`config.mk`:
```
export PLATFORM = sky130hd
export DESIGN_NAME = alu_pipelined_multdiv
export DESIGN_NICKNAME = d
export VERILOG_FILES = /design/src/rtl/alu_pipelined_multdiv.sv
export SDC_FILE = /design/constraint.sdc
export NUM_CORES = 1
export LEC_CHECK = 0
export CAP_MARGIN = 15
export CORE_ASPECT_RATIO = 0.75
export CORE_MARGIN = 2
export CORE_UTILIZATION = 43
export DETAILED_ROUTE_END_ITERATION = 6
export PLACE_DENSITY = 0.65
export SETUP_SLACK_MARGIN = 0.15
export SLEW_MARGIN = 15
export SYNTH_ARGS = -nofsm -noshare
export SYNTH_HDL_FRONTEND = slang
export SYNTH_SLANG_ARGS = --single-unit
```
`constraint.sdc`:
```
create_clock -name clock -period 5 [get_ports clock]
set_input_delay 1 -clock clock [delete_from_list [all_inputs] [get_ports clock]]
set_output_delay 1 -clock clock [all_outputs]
set_load 0.005 [all_outputs]
```
`src/rtl/alu_pipelined_multdiv.sv`:
```
// Execute-stage ALU: single-cycle add/sub/logic/shift ops plus iterative signed multiply and
// divide, with every result registered behind a start/ready handshake.
module alu_pipelined_multdiv #(
  parameter int unsigned WIDTH = 32,
  parameter int unsigned SHW   = $clog2(WIDTH)
) (
  input  logic             clock,
  input  logic             reset_n,
  input  logic             ctrl_start,
  input  logic [4:0]       ctrl_ALUopcode,
  input  logic [SHW-1:0]   ctrl_shiftamt,
  input  logic [WIDTH-1:0] data_operandA,
  input  logic [WIDTH-1:0] data_operandB,
  output logic             ctrl_busy,
  output logic             data_resultRDY,
  output logic [WIDTH-1:0] data_result,
  output logic             isNotEqual,
  output logic             isLessThan,
  output logic             overflow,
  output logic             data_exception
);

  localparam int unsigned     CW     = $clog2(WIDTH + 1);
  localparam logic [WIDTH-1:0] MinVal = {1'b1, {(WIDTH-1){1'b0}}};

  typedef enum logic [1:0] {StIdle, StIter, StFin} state_e;

  state_e           r_state;
  logic [CW-1:0]    r_cnt;
  logic             r_is_div, r_neg, r_ne, r_lt, r_bzero, r_minneg1;
  logic [WIDTH-1:0] r_b, r_hi, r_lo;
  logic             r_busy, r_rdy, r_ne_o, r_lt_o, r_ovf, r_exc;
  logic [WIDTH-1:0] r_result;

  logic             w_accept, w_muldiv, w_valid, w_ovf, w_ne, w_lt;
  logic [WIDTH-1:0] w_res, w_sum, w_diff, w_mag_a, w_mag_b;
  logic             w_sign_a, w_sign_b;

  assign w_sign_a = data_operandA[WIDTH-1];
  assign w_sign_b = data_operandB[WIDTH-1];
  assign w_accept = ctrl_start && !r_busy;
  assign w_muldiv = (ctrl_ALUopcode == 5'b00110) || (ctrl_ALUopcode == 5'b00111);
  assign w_ne     = data_operandA != data_operandB;
  assign w_lt     = $signed(data_operandA) < $signed(data_operandB);
  assign w_sum    = data_operandA + data_operandB;
  assign w_diff   = data_operandA + ~data_operandB + {{(WIDTH-1){1'b0}}, 1'b1};
  // MIN maps onto 2^(WIDTH-1), which still fits as an unsigned magnitude.
  assign w_mag_a  = w_sign_a ? -data_operandA : data_operandA;
  assign w_mag_b  = w_sign_b ? -data_operandB : data_operandB;

  always_comb begin
    w_res   = '0;
    w_ovf   = 1'b0;
    w_valid = 1'b1;
    case (ctrl_ALUopcode)
      5'b00000: begin
        w_res = w_sum;
        w_ovf = (w_sign_a == w_sign_b) && (w_sum[WIDTH-1] != w_sign_a);
      end
      5'b00001: begin
        w_res = w_diff;
        w_ovf = (w_sign_a != w_sign_b) && (w_diff[WIDTH-1] != w_sign_a);
      end
      5'b00010: w_res = data_operandA & data_operandB;
      5'b00011: w_res = data_operandA | data_operandB;
      5'b00100: w_res = data_operandA << ctrl_shiftamt;
      5'b00101: w_res = $signed(data_operandA) >>> ctrl_shiftamt;
      5'b00110, 5'b00111: w_res = '0;
      default:  w_valid = 1'b0;
    endcase
  end

  // Multiply: shift-add with {r_hi, r_lo} as the product, r_lo doubling as the multiplier.
  // Divide: restoring with r_hi as remainder, r_lo shifting dividend out and quotient in.
  logic [WIDTH:0]     w_add, w_shift;
  logic [WIDTH-1:0]   w_sub, w_quot;
  logic               w_ge, w_mul_ovf;
  logic [2*WIDTH-1:0] w_prod, w_sprod;
  logic [WIDTH:0]     w_top;

  assign w_add     = {1'b0, r_hi} + (r_lo[0] ? {1'b0, r_b} : {(WIDTH+1){1'b0}});
  assign w_shift   = {r_hi, r_lo[WIDTH-1]};
  assign w_ge      = w_shift >= {1'b0, r_b};
  assign w_sub     = w_shift[WIDTH-1:0] - r_b;
  assign w_prod    = {r_hi, r_lo};
  assign w_sprod   = r_neg ? -w_prod : w_prod;
  assign w_top     = w_sprod[2*WIDTH-1:WIDTH-1];
  assign w_mul_ovf = !((&w_top) || !(|w_top));
  assign w_quot    = r_neg ? -r_lo : r_lo;

  always_ff @(posedge clock or negedge reset_n) begin
    if (!reset_n) begin
      r_state   <= StIdle;
      r_cnt     <= '0;
      r_is_div  <= 1'b0;
      r_neg     <= 1'b0;
      r_ne      <= 1'b0;
      r_lt      <= 1'b0;
      r_bzero   <= 1'b0;
      r_minneg1 <= 1'b0;
      r_b       <= '0;
      r_hi      <= '0;
      r_lo      <= '0;
      r_busy    <= 1'b0;
      r_rdy     <= 1'b0;
      r_result  <= '0;
      r_ne_o    <= 1'b0;
      r_lt_o    <= 1'b0;
      r_ovf     <= 1'b0;
      r_exc     <= 1'b0;
    end else begin
      r_rdy <= 1'b0;
      case (r_state)
        StIdle: begin
          if (w_accept && w_muldiv) begin
            r_state   <= StIter;
            r_busy    <= 1'b1;
            r_cnt     <= '0;
            r_is_div  <= ctrl_ALUopcode[0];
            r_neg     <= w_sign_a ^ w_sign_b;
            r_hi      <= '0;
            r_lo      <= w_mag_a;
            r_b       <= w_mag_b;
            r_ne      <= w_ne;
            r_lt      <= w_lt;
            r_bzero   <= data_operandB == '0;
            r_minneg1 <= (data_operandA == MinVal) && (data_operandB == '1);
          end else if (w_accept) begin
            r_rdy    <= 1'b1;
            r_result <= w_res;
            r_ne_o   <= w_valid && w_ne;
            r_lt_o   <= w_valid && w_lt;
            r_ovf    <= w_ovf;
            r_exc    <= 1'b0;
          end
        end
        StIter: begin
          if (r_cnt == CW'(WIDTH)) begin
            r_state <= StFin;
          end else begin
            r_cnt <= r_cnt + 1'b1;
            if (r_is_div) begin
              r_hi <= w_ge ? w_sub : w_shift[WIDTH-1:0];
              r_lo <= {r_lo[WIDTH-2:0], w_ge};
            end else begin
              r_hi <= w_add[WIDTH:1];
              r_lo <= {w_add[0], r_lo[WIDTH-1:1]};
            end
          end
        end
        StFin: begin
          r_state <= StIdle;
          r_busy  <= 1'b0;
          r_rdy   <= 1'b1;
          r_ne_o  <= r_ne;
          r_lt_o  <= r_lt;
          if (!r_is_div) begin
            r_result <= w_sprod[WIDTH-1:0];
            r_ovf    <= w_mul_ovf;
            r_exc    <= w_mul_ovf;
          end else if (r_bzero) begin
            r_result <= '0;
            r_ovf    <= 1'b0;
            r_exc    <= 1'b1;
          end else if (r_minneg1) begin
            r_result <= MinVal;
            r_ovf    <= 1'b1;
            r_exc    <= 1'b1;
          end else begin
            r_result <= w_quot;
            r_ovf    <= 1'b0;
            r_exc    <= 1'b0;
          end
        end
        default: r_state <= StIdle;
      endcase
    end
  end

  assign ctrl_busy      = r_busy;
  assign data_resultRDY = r_rdy;
  assign data_result    = r_result;
  assign isNotEqual     = r_ne_o;
  assign isLessThan     = r_lt_o;
  assign overflow       = r_ovf;
  assign data_exception = r_exc;

endmodule

```
# After elaboration in Yosys (flattened, before gate mapping)
# Index checks and enable logic that the tools add are counted.
dict set report op_classes {
  n_shift 2
  muxes 51
  n_bitwise 4
  n_addsub 10
  eq_ne 22
  n_reduce_logical 25
  magnitude_cmp 2
}
# operator count
set op_table {}
lappend op_table {{32-bit 2-to-1 mux} 16}
lappend op_table {{32-bit one-hot mux with 2 select lines} 3}
lappend op_table {{32-bit one-hot mux with 6 select lines} 1}
lappend op_table {{32-bit negator} 3}
lappend op_table {{32-bit adder} 2}
lappend op_table {{32-bit == test, second input constant} 2}
lappend op_table {{64-bit 2-to-1 mux} 1}
lappend op_table {{64-bit negator} 1}
lappend op_table {{32-bit by 32-bit adder with 33-bit output} 1}
lappend op_table {{33-bit by 32-bit greater-or-equal comparator with 1-bit output} 1}
lappend op_table {{33-bit AND reduction} 1}
lappend op_table {{33-bit OR reduction} 1}
lappend op_table {{32-bit by 1-bit adder with 32-bit output, second input constant} 1}
lappend op_table {{32-bit bitwise AND} 1}
lappend op_table {{32-bit logical NOT} 1}
lappend op_table {{32-bit < comparator} 1}
lappend op_table {{32-bit != test} 1}
lappend op_table {{32-bit inverter} 1}
lappend op_table {{32-bit bitwise OR} 1}
lappend op_table {{32-bit by 5-bit << shifter with 32-bit output} 1}
lappend op_table {{32-bit by 5-bit >>> shifter with 32-bit output} 1}
lappend op_table {{32-bit subtractor} 1}
lappend op_table {{5-bit by 3-bit == test with 1-bit output, second input constant} 4}
lappend op_table {{1-bit 2-to-1 mux} 17}
lappend op_table {{24 further kinds} 52}
dict set report totals {
  output_inout_bits 38
  reg_bits 148
  word_cells 134
}

# Depth between registers and ports, before layout
# Gate-level depths: netlist of run 1.
dict set report logic_depth {
  ltp_word 9
  depth_mapped 15
}

# Worst setup path after synthesis of run 1
# OpenSTA, ideal clock, no wires.
dict set report synth_timing {
  kind {input to register}
  from {input data_operandA[4]}
  to {register r_ovf, in the netlist overflow}
  required_time_ps 4904
  arrival_ps 4146
  path_buffers 2
  path_slack_ps 759
  path_stages 14
  cell_sequence {clkbuf_1 > inv_1 > ha_1 > clkbuf_1 > nor3_1 > nor2b_1 > o41a_1 > o41ai_1 > a21oi_1 > a211oi_1 > nor3_1 > nand4b_1 > o211a_1 > a311oi_2}
}
dict set report synth_between {
  elab_chain_cells 8
  word_cells_on_any_way 11
}
# item line_no
set synth_rtl {}
lappend synth_rtl {{start, declared} 12} ;# input logic [WIDTH-1:0] data_operandA,
lappend synth_rtl {{32-bit adder} 46} ;# assign w_diff = data_operandA + ~data_operandB + {{(WIDTH-1){1'b0}}, 1'b1};
lappend synth_rtl {{32-bit by 1-bit adder with 32-bit output} 46}
lappend synth_rtl {{1-bit != test} 62} ;# w_ovf = (w_sign_a != w_sign_b) && (w_diff[WIDTH-1] != w_sign_a);
lappend synth_rtl {{1-bit logical AND} 62}
lappend synth_rtl {{1-bit one-hot mux with 2 select lines (*)} 55} ;# case (ctrl_ALUopcode)
lappend synth_rtl {{1-bit 2-to-1 mux (*)} 128} ;# end else if (w_accept) begin
lappend synth_rtl {{1-bit 2-to-1 mux (*)} 115} ;# if (w_accept && w_muldiv) begin
lappend synth_rtl {{1-bit one-hot mux with 2 select lines (*)} 113} ;# case (r_state)
lappend synth_rtl {{end signal, assigned} 133} ;# r_ovf <= w_ovf;
lappend synth_rtl {{end signal, assigned} 159} ;# r_ovf <= w_mul_ovf;
lappend synth_rtl {{end, declared} 32} ;# logic r_busy, r_rdy, r_ne_o, r_lt_o, r_ovf, r_exc;
# Mark *: on every way between the ends. The rest lies on a longest branch, timed or not. The select of a mux whose other input is x is not followed.
# A chain may end at the register's enable or synchronous reset.

# Worst setup path after layout of run 1
dict set report layout_timing {
  from {register r_hi[1]}
  to {register r_hi[1]}
}
dict set report layout_between {
  elab_chain_cells 5
  word_cells_on_any_way 6
}
# item line_no
set layout_rtl {}
lappend layout_rtl {{start, declared} 31} ;# logic [WIDTH-1:0] r_b, r_hi, r_lo;
lappend layout_rtl {{start signal, assigned} 143} ;# r_hi <= w_ge ? w_sub : w_shift[WIDTH-1:0];
lappend layout_rtl {{start signal, assigned} 146} ;# r_hi <= w_add[WIDTH:1];
lappend layout_rtl {{33-bit by 32-bit greater-or-equal comparator with 1-bit output} 83} ;# assign w_ge = w_shift >= {1'b0, r_b};
lappend layout_rtl {{32-bit 2-to-1 mux} 143}
lappend layout_rtl {{32-bit 2-to-1 mux (*)} 142} ;# if (r_is_div) begin
lappend layout_rtl {{32-bit 2-to-1 mux (*)} 138} ;# if (r_cnt == CW'(WIDTH)) begin
lappend layout_rtl {{32-bit one-hot mux with 2 select lines (*)} 113}
# Marks and branches as above.

==> metrics.txt, run 1 <==
status completed; synthesized flop and latch total ~150; global route overflow 0; # DRC 0; most frequent CP cell a21oi_1; Max VDD drop about 200 µV; leakage power 10.5 nW; antenna violations before repair 9; die width between 200 and 300 µm; CP Cell Sequence ha_1 -> a21oi_1 -> a21oi_1 -> nor3_1 -> o21ai_0 -> nand4_1 -> nand3_1 -> a21oi_4 -> buf_12 -> mux2_2 -> a21oi_1 -> o22ai_1; Final Cycle Share 89.5%; Synth Area per Inst around 7.5 µm²; H-tree levels 4; vias in the first global route 23,100; CTS tree done; WL per Instance 29.9 µm; Synth async-reset ratio 100%; Worst-path clk slew around 0.06 ns; number of enable flip-flop cells after synthesis 0; Fill cells between 5,000 and 6,000; Critical Path Fanout Max 31; row count slightly above 70; First-pass DRT Iterations 6; All-Layer GR Usage 40.9%; Worst path slowest cell dfrtp_1; sequential area share after synthesis between 10% and 20%; post-route insts no fill between 3,000 and 4,000; Slew Viols, Final 0; layout cells sized above 1 ~11%; commonest non-fill, non-tap cell in the layout nor2_1; unrepaired setup endpoints after global routing false; number of setup buffers added after CTS 0; Hold Startpoint r_b[22]; GPL Wtd Cong 1.03; CP Capture Type flip-flop; fmax 224 MHz; Slew @ Worst Pin 1.24 ns; buffers plus inverters on the worst setup path 1; largest net degree at the start of global routing 71; Yosys cell types 85; root buf cell clkbuf_16; CP Launch Type flip-flop; Die Y between 200 and 250 µm; CP top delay family compound AO/OA/AOI/OAI gates; cell area power density approximately 270 nW/µm²; post-route antenna net violation count 0; IO buf count about 110; via count 25,200; final setup fails 0; io pins about 120; clk_lat worst skew 0.50 ns; Slew HR between 15 and 20%; Fin Setup TNS 0 ns; leading register cell type out of synthesis dfrtp_1; final net count 3,323; max incr delay on CP about 0.78 ns; final worst path period need about 4.5 ns; clock sink total ~150; CTS max path bufs 2; Hold Violations, Final 0; routed vias/inst 6.74; hold_buf cts 0; number of synthesis warnings 0; Die ar. between 50,000 and 60,000 µm²; HP Class flip-flop to flip-flop; Worst Skew 0.0137 ns; Initial Utilization a little over two fifths; Setup Crit Path Kind flip-flop to flip-flop; Initial DRC Count 3,497; DPL Wire Length just under 90,000 µm; syn nets between 3,000 and 4,000; max cap viols 0; Worst setup startpoint r_hi[1]; synth-to-layout area growth 13.8%; dpl cells around 3,700; Crit path arrival time 4.82 ns; Syn Inst Count 2,983; worst r2r src r_hi[1]; first-pass GRT wire length about 160,000 µm; core area 51,300 µm²; synthesized area between 20,000 and 25,000 µm²; CTS resizes 0; CP Data Required Time between 5 and 6 ns; most frequent cells in the layout nor2_1 (317), o21ai_0 (259), nand2_1 (257); Routed WL between 100,000 and 150,000 µm; CTS Buf Count 17
## sequential cells by signal, indices dropped and copies added (netlist names)
signal / count
r_cnt: 6
r_lo: 32
isLessThan: 1
r_hi: 32
r_neg: 1
r_is_div: 1
r_b: 32
data_resultRDY: 1
r_state: 2
r_ne: 1
r_lt: 1
data_result: 32
r_minneg1: 1
r_bzero: 1
data_exception: 1
overflow: 1
isNotEqual: 1
ctrl_busy: 1
## report_power, final
part,total [W],switching (W),internal (W)
sequential,0.00168,0.000346,0.00133
combinational,0.00386,0.00236,0.00151
clock,0.00134,0.000638,0.000702
## routing by layer
layer  track usage [%]  wire length [µm]  up-vias
met4              10.6              2940        8
met3              13.5             15100      172
met1              62.1             50800    12300
li1                  -                 -    11100
met2              54.3             42800     1627
met5                 0                52        -
## Yosys cell counts (17+ instances only)
library cell,instances,area [µm²]
a211oi_1,45,338
a21o_1,39,293
a21oi_1,231,1160
a221oi_1,23,201
a22o_1,17,149
a31oi_1,23,144
and3_1,20,125
buf_1,22,82.6
clkbuf_1,200,751
dfrtp_1,148,3700
ha_1,181,2260
inv_1,157,589
mux2i_1,96,961
mux4_2,59,1330
nand2_1,257,965
nand2b_1,35,219
nand3_1,61,305
nand4_1,39,244
nor2_1,318,1190
nor2b_1,19,119
nor3_1,75,375
nor4_1,33,206
o211ai_1,26,195
o21a_1,22,165
o21ai_0,259,1300
o21bai_1,18,135
o22ai_1,24,150
o31ai_1,46,345
o41ai_1,32,280
or2_2,17,106
or3_1,37,231
xnor2_1,140,1230
xor2_1,50,438
## cell families after synthesis
family	share of synthesized area [%]
simple gates	21.0
xor+xnor	7.48
compound gates	26.7
mux	11.1
fa+ha+maj	10.5
buf+inv	6.61
flops	16.7
## through the flow
| stage | util (%) | worst slack (ns) | area (µm²) | hold slack [ns] | power (W) |
|---|---|---|---|---|---|
| 2_1_floorplan | - | 0.759 | 22200 | 0.443 | 0.00404 |
| 3_3_place_gp | 48.2 | 0.354 | 24700 | 0.470 | 0.00535 |
| 3_5_place_dp | 48.2 | 0.308 | 24700 | 0.477 | 0.00537 |
| 4_1_cts | 49.3 | 0.726 | 25300 | 0.491 | 0.00674 |
| 5_1_grt | 49.3 | 0.293 | 25300 | 0.511 | 0.00723 |
| 6_report | 49.3 | 0.527 | 25300 | 0.485 | 0.00688 |
## area by class of cell
type                    count  area, µm²  share of cell area (%)
multi-input cells        2447      17100                    67.6
flip-flops and latches    148       3710                    14.7
repair buffers            287       2480                    9.78
well taps                 666        833                    3.29
inverters                 160        601                    2.37
clock buffers              19        443                    1.75
clock inverters            13        126                   0.499
diodes                      1       2.50                 0.00989
## worst reg2reg max path, delay by kind of cell, from the launching register on
kind / cells / cell delay [ns]
AOI/OAI and AO/OA: 6 / 1.52
adders and majority gates: 1 / 0.44
buffers and inverters: 1 / 0.29
DFF: 1 / 0.78
muxes: 1 / 0.41
and+or+nand+nor: 3 / 0.89
## path summary, 6_finish.rpt
| kind | endpoint | slack (ns) | depth (start not counted) |
|---|---|---|---|
| max | r_hi[1] | 0.53 | 12 |
| min | r_b[22] | 0.49 | 2 |
| max reg2reg | r_hi[1] | 0.53 | 12 |
| min reg2reg | r_b[22] | 0.49 | 2 |
| max in group asynchronous | data_result[19] | 3.42 | 2 |
| min in group asynchronous | data_result[16] | 0.54 | 1 |
(Power assumes the default switching activity.)
==> inputs of run 2 (changes only) <==
--- a/config.mk
+++ b/config.mk
@@ -10,7 +10,8 @@
 export CORE_MARGIN = 2
 export CORE_UTILIZATION = 43
 export DETAILED_ROUTE_END_ITERATION = 6
-export PLACE_DENSITY = 0.65
+export DONT_BUFFER_PORTS = 1
+export PLACE_DENSITY = 0.63
 export SETUP_SLACK_MARGIN = 0.15
 export SLEW_MARGIN = 15
 export SYNTH_ARGS = -nofsm -noshare
==> run 2 against run 1 <==
  * Sequential power barely moved
  * Combinational power fell by 9.8%
  * Maximum frequency rose by 2.4%
  * Core utilization fell by 3.8 points
  * Power fell by 4.8%
  * Worst hold slack got worse by 0.29 ns
  * Cell area fell by 7.7%
  * Global-route usage fell by 1.1 points
  * First-iteration DRC count rose by 3.9%
  * Die area did not move
==> metrics.txt, run 2 (same netlist as run 1, synthesis figures left out) <==
Crit path arrival time ~4.8 ns; Worst-path clk slew about 0.080 ns; routing usage on met1 between 50% and 60%; antenna violations before repair 5; commonest non-fill, non-tap cell in the layout nor2_1; fmax ~230 MHz; CP Launch Type flip-flop; max cap viols 0; CTS resizes 0; final worst path period need between 4 and 5 ns; IO buf count 0; vias in the first global route approximately 22,000; Critical Path Fanout Max 7; clk_lat worst skew about 0.5 ns; DPL Wire Length approximately 84,000 µm; met2 Use GR 50.9%; Max VDD drop 237 µV; post-route antenna net violation count 0; via count between 20,000 and 25,000; die width roughly 270 µm; clock sink total between 100 and 150; status completed; CP Data Required Time 5.41 ns; busiest layer in global routing met1; CP Capture Type flip-flop; met3 Resource Use GR between 10% and 20%; CTS Buf Count 17; final setup fails 0; io pins ~120; most frequent cells in the layout nor2_1 (317), o21ai_0 (259), nand2_1 (257); first-pass GRT wire length 157,000 µm; Hold Violations, Final 0; Die Y around 200 µm; hold_buf cts 0; CTS tree done; All-Layer GR Usage about two fifths; Final Cycle Share 87.4%; GPL Wtd Cong roughly 1.0; final net count 3,096; Worst Skew between 0.015 and 0.02 ns; root buf cell clkbuf_16; routed vias/inst around 6.9; Slew HR between 20% and 30%; Routed WL between 100,000 and 150,000 µm; Slew @ Worst Pin between 1 and 1.5 ns; row count 72; Setup Crit Path Kind flip-flop to flip-flop; core area between 50,000 and 60,000 µm²; Initial DRC Count ~3,600; H-tree levels 4; global route overflow 0; unrepaired setup endpoints after global routing false; # DRC 0; WL per Instance around 31 µm; Slew Viols, Final 0; Die ar. 53,600 µm²; cell area power density 281 nW/µm²; WHS 0.199 ns; HP Class input port to asynchronous set/reset pin; CTS max path bufs 2; number of setup buffers added after CTS 0; largest net degree at the start of global routing ~150; Fin Setup TNS 0 ns; synth-to-layout area growth 5.00%; Setup WS pre-CTS around 0.38 ns; Initial Utilization around 43%; leakage power ~9.6 nW; final worst setup slack between 0.6 and 0.7 ns; layout cells sized above 1 between 7 and 8%; First-pass DRT Iterations 7
[run 2: changes by cell type in the layout (fill, tap and decap cells not counted), moves of 2 or more]
cell             previous run  this run
inv_8                       0         2
inv_6                       3         5
buf_12                      4         1
buf_4                     171        59
buf_2                       2         0
clkinvlp_4                  4         0
nor4_1                     31        29
nor4_2                      4         6
clkdlybuf4s50_1           109         0
diode_2                     1         6
[run 2: final cells by class]
cell class	count	area (µm²)
Antenna cell	6	15.0
Clock buffer	18	429
Clock inverter	14	166
Fill cell	5237	28000
Inverter	160	601
Multi-Input combinational cell	2447	17100
Sequential cell	148	3710
Tap cell	666	833
Timing Repair Buffer	60	463
[run 2: report_power, final]
part / total, W / internal, W / switching (W)
clock network: 0.00141 / 0.000751 / 0.000658
registers: 0.00167 / 0.00133 / 0.000333
logic: 0.00348 / 0.00137 / 0.00211
[run 2: final timing paths]
| kind | startpoint | end | slack, ns | cells past startpoint |
|---|---|---|---|---|
| max | r_lo[0] | r_hi[31] | 0.63 | 14 |
| max in group asynchronous | reset_n | r_b[9] | 4.49 | 0 |
| min | reset_n | r_hi[29] | 0.20 | 0 |
| max reg2reg | r_lo[0] | r_hi[31] | 0.63 | 14 |
| min in group clock | r_ne | isNotEqual | 0.49 | 2 |
| min reg2reg | r_ne | isNotEqual | 0.49 | 2 |
[run 2: metrics by stage]
stage               cells  util, %  cell area, µm²  power (W)
finish               3519     45.5           23300    0.00655
global route         3513     45.4           23300    0.00689
CTS                  3513     45.4           23300    0.00643
detailed placement   3481     44.3           22700    0.00501
global placement     3481     44.3           22700    0.00499
floorplan            2983        -           22200    0.00404
[run 2: worst max-delay path, stage by stage (launching register included)]
cell and delay [ns]:
dfrtp_1 0.69, and2_1 0.21, ha_1 0.18, inv_1 0.07
fa_1 0.41, nand2b_1 0.18, a21oi_1 0.27, o31ai_1 0.21
o21ai_0 0.65, nand3_1 0.24, a21oi_1 0.32, a21o_1 0.23
nand4_1 0.16, a221o_1 0.33, a22oi_1 0.13
[run 2: per-layer routing]
| layer | share of wire (%) | vias up |
|---|---|---|
| met3 | 15 | 202 |
| met1 | 45 | 11900 |
| met2 | 37 | 1538 |
| met5 | 0.030 | - |
| met4 | 2.9 | 6 |
| li1 | - | 10600 |
